===== src/rtl/lambda_pkg.sv =====
// Shared definitions for the lambda-calculus front end: token kinds, the
// token record passed from lexer to parser, and ASCII character classes.
package lambda_pkg;

    localparam logic [2:0] TK_ERR    = 3'd0;
    localparam logic [2:0] TK_LAMBDA = 3'd1;
    localparam logic [2:0] TK_DOT    = 3'd2;
    localparam logic [2:0] TK_LPAREN = 3'd3;
    localparam logic [2:0] TK_RPAREN = 3'd4;
    localparam logic [2:0] TK_EQUALS = 3'd5;
    localparam logic [2:0] TK_IDENT  = 3'd6;
    localparam logic [2:0] TK_EOF    = 3'd7;

    // Widest identifier ID any consumer may configure; narrower users truncate.
    localparam int TOK_ID_MAX_W = 8;

    typedef struct packed {
        logic [2:0]              kind;
        logic [TOK_ID_MAX_W-1:0] id;
    } tok_t;

    localparam logic [7:0] CH_TAB    = 8'd9;
    localparam logic [7:0] CH_LF     = 8'd10;
    localparam logic [7:0] CH_CR     = 8'd13;
    localparam logic [7:0] CH_SPACE  = 8'd32;
    localparam logic [7:0] CH_BSLASH = 8'h5C;
    localparam logic [7:0] CH_DOT    = 8'h2E;
    localparam logic [7:0] CH_LPAREN = 8'h28;
    localparam logic [7:0] CH_RPAREN = 8'h29;
    localparam logic [7:0] CH_EQUALS = 8'h3D;
    localparam logic [7:0] CH_A      = 8'h61;
    localparam logic [7:0] CH_Z      = 8'h7A;

    typedef enum logic [2:0] {
        CC_IDLE,
        CC_LETTER,
        CC_SPACE,
        CC_PUNCT,
        CC_BAD
    } char_class_t;

    function automatic char_class_t char_class(input logic [7:0] c);
        if (c == 8'd0)
            return CC_IDLE;
        if (c >= CH_A && c <= CH_Z)
            return CC_LETTER;
        if (c == CH_TAB || c == CH_LF || c == CH_CR || c == CH_SPACE)
            return CC_SPACE;
        if (c == CH_BSLASH || c == CH_DOT || c == CH_LPAREN ||
            c == CH_RPAREN || c == CH_EQUALS)
            return CC_PUNCT;
        return CC_BAD;
    endfunction

    // Kind of a single-byte token; anything that is not punctuation is ERR.
    function automatic logic [2:0] punct_kind(input logic [7:0] c);
        case (c)
            CH_BSLASH: return TK_LAMBDA;
            CH_DOT:    return TK_DOT;
            CH_LPAREN: return TK_LPAREN;
            CH_RPAREN: return TK_RPAREN;
            CH_EQUALS: return TK_EQUALS;
            default:   return TK_ERR;
        endcase
    endfunction

endpackage


===== src/rtl/lambda_tok_fifo.sv =====
// Token FIFO: two in-order write ports (port 0 has priority), one read port,
// count-based full/empty. A same-cycle pop frees a slot for the writes.
module lambda_tok_fifo
    import lambda_pkg::*;
#(
    parameter int DEPTH = 4
) (
    input  logic clk_25mhz,
    input  logic reset,
    input  logic wr0_en,
    input  tok_t wr0_tok,
    input  logic wr1_en,
    input  tok_t wr1_tok,
    input  logic rd_en,
    output logic rd_valid,
    output tok_t rd_tok,
    output logic drop
);

    localparam int PW = (DEPTH > 1) ? $clog2(DEPTH) : 1;
    localparam int CW = PW + 1;

    if (DEPTH < 2 || (1 << PW) != DEPTH) begin : g_bad_depth
        $error("lambda_tok_fifo: DEPTH must be a power of two, at least 2");
    end

    tok_t          mem [DEPTH];
    logic [PW-1:0] rd_ptr, wr_ptr;
    logic [CW-1:0] count, space;
    logic          pop, acc0, acc1;
    logic [1:0]    n_wr;

    // Admission: earliest tokens take the free slots, later ones are dropped
    always_comb begin
        pop   = rd_en && (count != '0);
        space = CW'(DEPTH) - count + CW'(pop);
        acc0  = wr0_en && (space != '0);
        acc1  = wr1_en && (space > CW'(acc0));
        n_wr  = 2'(acc0) + 2'(acc1);
        drop  = (wr0_en && !acc0) || (wr1_en && !acc1);
    end

    // Token storage, written in arrival order
    always_ff @(posedge clk_25mhz) begin
        if (acc0)
            mem[wr_ptr] <= wr0_tok;
        if (acc1)
            mem[wr_ptr + PW'(acc0)] <= wr1_tok;
    end

    // Pointer and occupancy bookkeeping
    always_ff @(posedge clk_25mhz) begin
        if (!reset) begin
            rd_ptr <= '0;
            wr_ptr <= '0;
            count  <= '0;
        end else begin
            rd_ptr <= rd_ptr + PW'(pop);
            wr_ptr <= wr_ptr + PW'(n_wr);
            count  <= count + CW'(n_wr) - CW'(pop);
        end
    end

    assign rd_valid = (count != '0);
    assign rd_tok   = rd_valid ? mem[rd_ptr] : '0;

endmodule


===== src/rtl/lambda_lexer.sv =====
// Byte-serial lexer feeding the lambda-calculus parser. Identifiers are
// reduced to small IDs; tokens leave through a 2-write/1-read FIFO.
// Build option LAMBDA_LEXER_SYMTAB_EN: intern identifiers in a symbol table.
// Without it, tok_id is a letter-sum hash (sum of char-'a'+1 mod 2**ID_W);
// distinct names may collide and the table-full error never occurs.
module lambda_lexer
    import lambda_pkg::*;
#(
    parameter int MAX_LEN    = 4,
    parameter int NSYM       = 8,
    parameter int ID_W       = 3,
    parameter int FIFO_DEPTH = 4
) (
    input  logic            clk_25mhz,
    input  logic            reset,
    input  logic [7:0]      data_in,
    output logic            tok_valid,
    input  logic            tok_ready,
    output logic [2:0]      tok_kind,
    output logic [ID_W-1:0] tok_id,
    output logic            err,
    output logic            overflow
);

    localparam logic [1:0] ST_IDLE  = 2'd0;
    localparam logic [1:0] ST_IDENT = 2'd1;
    localparam logic [1:0] ST_DONE  = 2'd2;
    localparam int         LW       = $clog2(MAX_LEN + 1);

    if ((1 << ID_W) < NSYM) begin : g_bad_id_w
        $error("lambda_lexer: ID_W too narrow for NSYM");
    end

    logic [1:0]    state, nxt_state;
    logic          prev_nz;
    logic [LW-1:0] acc_len;
    char_class_t   cls;
    tok_t          byte_tok, eof_tok, ident_tok, wr0_tok, wr1_tok, head_tok;
    logic          wr0_en, wr1_en, start, append, trunc, finish;
    logic          ident_bad, fifo_drop;
    logic          unused_id_hi;

    // Classify the byte and decide which tokens to enqueue this cycle
    always_comb begin
        cls           = char_class(data_in);
        byte_tok      = '0;
        byte_tok.kind = punct_kind(data_in);
        if (cls == CC_BAD)
            byte_tok.id = TOK_ID_MAX_W'(data_in[ID_W-1:0]);
        eof_tok      = '0;
        eof_tok.kind = TK_EOF;
        nxt_state = state;
        wr0_en    = 1'b0;
        wr1_en    = 1'b0;
        wr0_tok   = '0;
        wr1_tok   = '0;
        start     = 1'b0;
        append    = 1'b0;
        trunc     = 1'b0;
        finish    = 1'b0;
        if (state == ST_IDENT) begin
            if (cls == CC_LETTER) begin
                if (acc_len == LW'(MAX_LEN))
                    trunc = 1'b1;
                else
                    append = 1'b1;
            end else begin
                // Identifier goes first, its terminator right behind it
                finish  = 1'b1;
                wr0_en  = 1'b1;
                wr0_tok = ident_tok;
                if (cls == CC_PUNCT || cls == CC_BAD) begin
                    wr1_en  = 1'b1;
                    wr1_tok = byte_tok;
                end else if (cls == CC_IDLE) begin
                    wr1_en  = 1'b1;
                    wr1_tok = eof_tok;
                end
                nxt_state = (cls == CC_IDLE) ? ST_DONE : ST_IDLE;
            end
        end else begin
            case (cls)
                CC_LETTER: begin
                    start     = 1'b1;
                    nxt_state = ST_IDENT;
                end
                CC_PUNCT, CC_BAD: begin
                    wr0_en    = 1'b1;
                    wr0_tok   = byte_tok;
                    nxt_state = ST_IDLE;
                end
                CC_SPACE: nxt_state = ST_IDLE;
                default: begin
                    // End of a burst: one EOF after the last nonzero byte
                    if (prev_nz) begin
                        wr0_en    = 1'b1;
                        wr0_tok   = eof_tok;
                        nxt_state = ST_DONE;
                    end
                end
            endcase
        end
    end

    // Identifier length; characters beyond MAX_LEN are not counted
    always_ff @(posedge clk_25mhz) begin
        if (start)
            acc_len <= LW'(1);
        else if (append)
            acc_len <= acc_len + LW'(1);
    end

`ifdef LAMBDA_LEXER_SYMTAB_EN
    localparam int SW = ID_W + 1;
    localparam int AW = MAX_LEN * 8;

    logic [AW-1:0]   acc_chr;
    logic [AW-1:0]   sym_chr [NSYM];
    logic [LW-1:0]   sym_len [NSYM];
    logic [NSYM-1:0] sym_vld;
    logic [SW-1:0]   sym_cnt;
    logic            hit, tab_full, alloc;
    logic [ID_W-1:0] hit_idx;

    // Name accumulator; unused tail stays zero so whole-vector compares work
    always_ff @(posedge clk_25mhz) begin
        if (start)
            acc_chr <= AW'(data_in);
        for (int k = 0; k < MAX_LEN; k++) begin
            if (append && acc_len == LW'(k))
                acc_chr[k*8 +: 8] <= data_in;
        end
    end

    // Parallel lookup against every valid entry, then hit/allocate/full
    always_comb begin
        hit     = 1'b0;
        hit_idx = '0;
        for (int i = 0; i < NSYM; i++) begin
            if (!hit && sym_vld[i] && sym_len[i] == acc_len && sym_chr[i] == acc_chr) begin
                hit     = 1'b1;
                hit_idx = ID_W'(i);
            end
        end
        tab_full  = (sym_cnt == SW'(NSYM));
        ident_bad = !hit && tab_full;
        alloc     = finish && !hit && !tab_full;
        ident_tok = '0;
        if (hit) begin
            ident_tok.kind = TK_IDENT;
            ident_tok.id   = TOK_ID_MAX_W'(hit_idx);
        end else if (!tab_full) begin
            ident_tok.kind = TK_IDENT;
            ident_tok.id   = TOK_ID_MAX_W'(sym_cnt[ID_W-1:0]);
        end else begin
            ident_tok.kind = TK_ERR;
        end
    end

    // Entry occupancy and next free index
    always_ff @(posedge clk_25mhz) begin
        if (!reset) begin
            sym_vld <= '0;
            sym_cnt <= '0;
        end else if (alloc) begin
            sym_vld[sym_cnt[ID_W-1:0]] <= 1'b1;
            sym_cnt                    <= sym_cnt + SW'(1);
        end
    end

    // Entry contents, captured when a new name is interned
    always_ff @(posedge clk_25mhz) begin
        if (alloc) begin
            sym_chr[sym_cnt[ID_W-1:0]] <= acc_chr;
            sym_len[sym_cnt[ID_W-1:0]] <= acc_len;
        end
    end
`else
    logic [ID_W-1:0] acc_sum, letter_val;

    assign letter_val = ID_W'(data_in - 8'd96);

    // Running letter-sum hash of the stored characters
    always_ff @(posedge clk_25mhz) begin
        if (start)
            acc_sum <= letter_val;
        else if (append)
            acc_sum <= acc_sum + letter_val;
    end

    // Hash mode never runs out of IDs
    always_comb begin
        ident_tok      = '0;
        ident_tok.kind = TK_IDENT;
        ident_tok.id   = TOK_ID_MAX_W'(acc_sum);
        ident_bad      = 1'b0;
    end
`endif

    // Lexer state, previous-byte tracker and sticky flags
    always_ff @(posedge clk_25mhz) begin
        if (!reset) begin
            state    <= ST_IDLE;
            prev_nz  <= 1'b0;
            err      <= 1'b0;
            overflow <= 1'b0;
        end else begin
            state   <= nxt_state;
            prev_nz <= (data_in != 8'd0);
            if (cls == CC_BAD || trunc || (finish && ident_bad))
                err <= 1'b1;
            if (fifo_drop)
                overflow <= 1'b1;
        end
    end

    lambda_tok_fifo #(
        .DEPTH (FIFO_DEPTH)
    ) u_fifo (
        .clk_25mhz (clk_25mhz),
        .reset     (reset),
        .wr0_en    (wr0_en),
        .wr0_tok   (wr0_tok),
        .wr1_en    (wr1_en),
        .wr1_tok   (wr1_tok),
        .rd_en     (tok_ready),
        .rd_valid  (tok_valid),
        .rd_tok    (head_tok),
        .drop      (fifo_drop)
    );

    assign tok_kind     = head_tok.kind;
    assign tok_id       = head_tok.id[ID_W-1:0];
    assign unused_id_hi = ^head_tok.id;

endmodule


===== config.mk =====
export PLATFORM = sky130hd
export DESIGN_NAME = lambda_lexer
export DESIGN_NICKNAME = d
export VERILOG_FILES = /design/src/rtl/lambda_pkg.sv /design/src/rtl/lambda_tok_fifo.sv /design/src/rtl/lambda_lexer.sv
export SDC_FILE = /design/constraint.sdc
export NUM_CORES = 1
export LEC_CHECK = 0
export BUFFER_PORTS_ARGS = -buffer_cell sky130_fd_sc_hd__buf_2
export CORE_ASPECT_RATIO = 1.25
export CORE_MARGIN = 10
export CORE_UTILIZATION = 65
export DETAILED_ROUTE_END_ITERATION = 8
export PLACE_DENSITY = 0.85
export SLEW_MARGIN = 20
export SYNTH_ARGS = -nofsm -noshare
export SYNTH_HDL_FRONTEND = slang
export SYNTH_SLANG_ARGS = --single-unit

===== constraint.sdc =====
create_clock -name clk_25mhz -period 8.61 [get_ports clk_25mhz]
set_input_delay 1.2915 -clock clk_25mhz [delete_from_list [all_inputs] [get_ports clk_25mhz]]
set_output_delay 1.2915 -clock clk_25mhz [all_outputs]
set_load 0.1 [all_outputs]

# Yosys cells after proc, flatten, opt, wreduce, memory -nomap -nowiden
# Memory sizes are Yosys's and may differ from the RTL's. A register that Yosys moved wholly into a read port is not among the register bits.
# Cells that the tools add are included.
# classes
mux	57
n_lt_le_gt_ge	3
addsub	11
n_reduce_logical	29
eq_ne	16
# ops
cell	n
$mux W11	8
$eq A8 B6 Y1 const B	5
$mux W3	11
$mux W1	29
$eq A8 B4 Y1 const B	3
$pmux W11 S2	1
$pmux W3 S5	1
$logic_or A1 B1 Y1	10
$mux W2	5
$eq A8 B7 Y1 const B	1
$ge A8 B7 Y1 const B	1
$le A8 B7 Y1 const B	1
$logic_not A8 Y1	1
$reduce_bool A8 Y1	1
$eq A3 B2 Y1 const B	2
$eq A3 B3 Y1 const B	2
$logic_and A1 B1 Y1	6
$reduce_bool A3 Y1	2
$add A2 B1 Y2	2
$pmux W2 S2	1
$reduce_bool A4 Y1	1
$reduce_or A2 Y1	2
$add A3 B1 Y3	1
$add A3 B1 Y3 const B	1
17 further kinds	18
# totals
mem_bits_rw	44
n_memories	1
out_inout_bits	9
register_bits	18
elab_cells	126
# memory_table
name	depth	word_bits	read_ports	rd_clocked_by_memory_dff	write_ports	line	source
u_fifo.mem	4	11	1	1	2	lambda_tok_fifo.sv:27	tok_t mem [DEPTH];

# Longest topological paths before layout
# logic_depth
depth_word	24
depth_mapped	21
depth_no_buf	19

# Cells and area by module
# Synthesis repeated with hierarchy kept, for this count alone.
# unflattened
cells_unflattened	301
hier_area_um2	3724.8
# by_module_without_submodules
module	n_inst	area_per_inst_um2	cells_per_inst	seq_area_each_um2
lambda_tok_fifo	1	2746.4	181	1461.4
lambda_lexer	1	978.4	120	250.2

# Least setup slack after synthesis
# No wires, ideal clock.
# synth_timing
path_type	register -> register
from	register u_fifo.count[2]
to	register u_fifo.count[2]
stages_incl_launch_ff	21
synth_period_minus_slack_ns	5.103
arrival_ns	4.988
slack_ns	3.507
path_cell_list	dfxtp_1 -> or3_1 -> clkbuf_1 -> nand2_1 -> ha_1 -> inv_1 -> ha_1 -> or3_1 -> a21boi_4 -> ha_1 -> nor2_1 -> or3_1 -> clkbuf_1 -> and3_1 -> ha_1 -> inv_1 -> ha_1 -> fa_1 -> xor2_1 -> xnor2_1 -> and2_1
# synth_between
elab_chain_cells	10
# synth_lines
item	line	source
start, declared	lambda_tok_fifo.sv:29	logic [CW-1:0] count, space;
start signal, assigned	lambda_tok_fifo.sv:60	count <= count + CW'(n_wr) - CW'(pop);
$reduce_bool A3 Y1 (*)	--	
via tok_valid	lambda_lexer.sv:17	output logic tok_valid,
$logic_and A1 B1 Y1 (*)	lambda_tok_fifo.sv:35	pop = rd_en && (count != '0);
$add A3 B1 Y3	lambda_tok_fifo.sv:36	space = CW'(DEPTH) - count + CW'(pop);
$reduce_bool A3 Y1	lambda_tok_fifo.sv:37	acc0 = wr0_en && (space != '0);
$logic_and A1 B1 Y1	lambda_tok_fifo.sv:37	
$gt A3 B1 Y1	lambda_tok_fifo.sv:38	acc1 = wr1_en && (space > CW'(acc0));
$logic_and A1 B1 Y1	lambda_tok_fifo.sv:38	
$add A1 B1 Y2	lambda_tok_fifo.sv:39	n_wr = 2'(acc0) + 2'(acc1);
$add A3 B2 Y3	lambda_tok_fifo.sv:60	
$sub A3 B1 Y3 (*)	lambda_tok_fifo.sv:60	
# Mark *: on every way through the listed nets, which the timed path passes. The rest lies on a longest branch.
# A chain may end at the register's enable or synchronous reset.

# Worst setup path after layout
# layout_timing
from	input data_in[1]
to	register u_fifo.count[2]
# layout_between
elab_chain_cells	23
# layout_lines
item	line	source
start, declared	lambda_lexer.sv:16	input logic [7:0] data_in,
$eq A8 B7 Y1 or $eq A8 B6 Y1 (tied branches)	lambda_pkg.sv:49	if (c == CH_BSLASH || c == CH_DOT || c == CH_LPAREN ||
$logic_or A1 B1 Y1 (3 in a row)	lambda_pkg.sv:49	
$logic_or A1 B1 Y1	lambda_pkg.sv:50	c == CH_RPAREN || c == CH_EQUALS)
$mux W1 (2 in a row)	lambda_pkg.sv:49	
$mux W1	lambda_pkg.sv:47	if (c == CH_TAB || c == CH_LF || c == CH_CR || c == CH_SPACE)
$mux W1	lambda_pkg.sv:45	if (c >= CH_A && c <= CH_Z)
$mux W3	lambda_pkg.sv:52	return CC_BAD;
$mux W3	lambda_pkg.sv:49	
[... 4 more ...]	--	
$pmux W1 S2	lambda_lexer.sv:82	case (cls)
$mux W1	lambda_lexer.sv:61	if (state == ST_IDENT) begin
$logic_and A1 B1 Y1	lambda_tok_fifo.sv:37	
$gt A3 B1 Y1	lambda_tok_fifo.sv:38	
$logic_and A1 B1 Y1	lambda_tok_fifo.sv:38	
$add A1 B1 Y2 (*)	lambda_tok_fifo.sv:39	
$add A3 B2 Y3 (*)	lambda_tok_fifo.sv:60	
$sub A3 B1 Y3 (*)	lambda_tok_fifo.sv:60	
# Every way passes the cells marked *; elsewhere a longest branch is shown, timed or not. The select of a mux whose other input is x is not followed.

==> results.json <==
{
  "antenna_found_initial": 0,
  "slew_headroom_pct": 65.79,
  "synth-edff-count": 27,
  "synth-warning-count": 0,
  "wire_per_inst_um": 16.89,
  "drc": 0,
  "path_cells": "buf_2 > or3_4 > o311ai_1 > o32ai_2 > a21boi_4 > ha_1 > nor2_1 > or3_1 > and3_1 > ha_1 > inv_1 > ha_1 > fa_1 > xor2_1 > xnor2_1 > and2_1",
  "power.density_nw_per_um2": 334.6,
  "cts_sinks": 42,
  "rr_endpoint": "u_fifo.count[2]",
  "hold_depth": 1,
  "drv_slew": 0,
  "grt-ovfl-total": 0,
  "worst_slew_pin_slew_ns": 0.5063,
  "p_leak_nw": 1.213,
  "setup_viol_count_final": 0,
  "fin_nets": 292,
  "synthesis.nets": 282,
  "swShare_pct": 45.55,
  "drtIter0Drc": 101,
  "min_from": "acc_len[0]",
  "mostFrequentLayoutCell": "edfxtp_1",
  "postCtsSetupBuffers": 0,
  "dp_cells": 315,
  "antenna_cells": 0,
  "min_period_ns": 4.947,
  "multi_input_area_um2": 1538,
  "final_cell_count_no_fill": 323,
  "firstDrtPassIters": 4,
  "row_count": 26,
  "postRouteAntennaNets": 0,
  "start_util_pct": 67.75,
  "port-buffer-count": 19,
  "cts.reportedPaths.clkPinSlew_ns": 0.08,
  "synth.ff_latch_count": 42,
  "skew_ns": 0.006472,
  "ir_drop_mv": 0.1722,
  "rsz0062_at_grt": "false",
  "p_comb_share_pct": 51.5,
  "mostFrequentLayoutCells": "27 x edfxtp_1, 19 x buf_2, 18 x a21oi_1",
  "die_h_um": 93.37,
  "worstSetupPathType": "input port to flip-flop",
  "holdWs_ns": 0.4902,
  "syn_avg_cell_area_um2": 10.93,
  "fmax_mhz": 202.2,
  "syn_to_final_growth_pct": 7.421,
  "pwr-share-clk_pct": 18.0,
  "p_seq_share_pct": 30.5,
  "reg2regPathDepth": 18,
  "syn_inst": 256,
  "grt_pass1_wl_um": 9439,
  "worstHoldEndpoint": "acc_len[0]",
  "ff_latch_area_um2": 1111,
  "dpl.hpwl_um": 4266,
  "cp_data_arrival_time_ns": 5.14,
  "cts_tree": "yes",
  "crit_fanout": 14,
  "ys.flop_type": "edfxtp_1",
  "hold_viol_final": 0,
  "gp_congestion": 0.9130,
  "clock_latency_ns": 0.29,
  "path_common_cell": "ha_1",
  "cts_resized": 0,
  "coreArea_um2": 4131,
  "vias": 2007,
  "fin_crit_sh_pct": 57.45,
  "crit_slowest_cell": "or3_4",
  "cts-root-buf": "clkbuf_8",
  "status": "finished clean",
  "io_pins": 20,
  "seq_area_frac_synth_pct": 39.70,
  "r2r-start": "u_fifo.count[2]",
  "hold_class": "flip-flop to flip-flop",
  "internal_power_mw": 0.5478,
  "start_kind": "input port",
  "die-width_um": 78.69,
  "ctsHoldBuffers": 0,
  "ctsHtreeMaxLevel": 2,
  "async_reset_ff_share_pct": 0,
  "cts_buffers": 5,
  "end_kind": "flip-flop",
  "viasPerCell": 6.214,
  "regToRegSetupSlack_ns": 3.99,
  "cp_slowest_stage_delay_ns": 0.45,
  "drive_gt1_share_pct": 16.85,
  "grt_max_degree": 27,
  "synth_area_um2": 2799,
  "wirelength_um": 5454,
  "clockBufferDepth": 2,
  "setup_tns_ns": 0,
  "p_sw_mw": 0.4583,
  "worst_ep_required_time_ns": 8.81,
  "fillerInstances": 302,
  "track_usage_pct": 16.08,
  "fp.dieArea_um2": 7347,
  "yosysUniqueCellTypes": 58,
  "max_cap_viol_count": 0,
  "grt_pass1_vias": 1946,
  "power_mw": 1.006
}
## worst max-delay path: cells and delay by family
family | cells | cell delay [ns]
adder cells (fa/ha/maj) | 4 | 1.19
AND/OR/NAND/NOR | 5 | 1.32
XOR/XNOR | 2 | 0.28
buffers and inverters | 2 | 0.23
AO/OA/AOI/OAI | 3 | 0.84
## power groups by stage
| stage | combinational, mW | sequential [mW] | clock, mW |
|---|---|---|---|
| 2_1_floorplan | 0.431 | 0.315 | 0 |
| 3_3_place_gp | 0.507 | 0.310 | 0 |
| 3_5_place_dp | 0.519 | 0.313 | 0 |
| 4_1_cts | 0.520 | 0.308 | 0.184 |
| 5_1_grt | 0.559 | 0.315 | 0.190 |
| 6_report | 0.518 | 0.307 | 0.181 |
## metal layers
metal  up-vias  wire length, µm  GRT usage (%)
met1       940             2293          18.67
met3        14              287          4.023
met2        71             2696          26.44
met5         -                0              0
li1        982                -              -
met4         0              176          8.982
## state kept, by name (all words and copies together) (netlist names), 2 cells and up
register / count
acc_len: 3
acc_sum: 3
state: 2
u_fifo.count: 3
u_fifo.mem: 24
u_fifo.rd_ptr: 2
u_fifo.wr_ptr: 2
## synth_stat cells, types with 3 or more instances
cell type	count	share of area, %
edfxtp_1	27	29
a21oi_1	18	3.2
inv_1	16	2.1
and2_1	15	3.4
dfxtp_1	15	11
mux2i_1	14	5.0
ha_1	13	5.8
nor2_1	11	1.5
nand4_1	9	2.0
clkbuf_1	8	1.1
nor2b_1	7	1.6
xor2_1	7	2.2
mux4_2	6	4.8
nand2_1	6	0.80
xnor2_1	6	1.9
nor3_1	5	0.89
or3_1	5	1.1
a31o_1	4	1.3
nand3_1	4	0.72
a211oi_1	3	0.80
a21boi_1	3	0.80
buf_2	3	0.54
buf_6	3	1.2
nand2b_1	3	0.67
## cell type report
class,count,share of cell area [%]
Clock buffer,5,2.289
Clock inverter,3,2.122
Inverter,16,1.998
Multi-Input combinational cell,182,51.14
Sequential cell,42,36.95
Tap cell,56,2.330
Timing Repair Buffer,19,3.163
## worst max-delay path by stage
stage / depth (start not counted) / slack, ns / startpoint / end
floorplan: 20 / 3.51 / u_fifo.count[2] / u_fifo.count[2]
global placement: 16 / 3.50 / data_in[1] / u_fifo.count[2]
global route: 16 / 3.38 / data_in[1] / u_fifo.count[2]
detailed placement: 16 / 3.39 / data_in[1] / u_fifo.count[2]
CTS: 16 / 3.70 / data_in[1] / u_fifo.count[2]
finish: 16 / 3.66 / data_in[1] / u_fifo.count[2]
## through the flow
| stage | instance area [µm²] | setup slack [ns] | util (%) |
|---|---|---|---|
| after floorplan | 2799 | 3.507 | - |
| after global placement | 2874 | 3.502 | 69.56 |
| after detailed placement | 2874 | 3.386 | 69.56 |
| after CTS | 3007 | 3.699 | 72.77 |
| after global routing | 3007 | 3.381 | 72.77 |
| final | 3007 | 3.663 | 72.77 |
## kinds of logic (layout without fill, tap and decap cells)
| logic type | after synthesis | in the layout | share of synthesized area, % |
|---|---|---|---|
| compound gates | 53 | 53 | 15.29 |
| fa+ha+maj | 15 | 15 | 7.242 |
| simple gates | 80 | 80 | 18.10 |
| xor+xnor | 13 | 13 | 4.068 |
| flops | 42 | 42 | 39.70 |
| mux | 21 | 21 | 10.24 |
| buf+inv | 32 | 43 | 5.364 |
(Power assumes the default switching activity.)
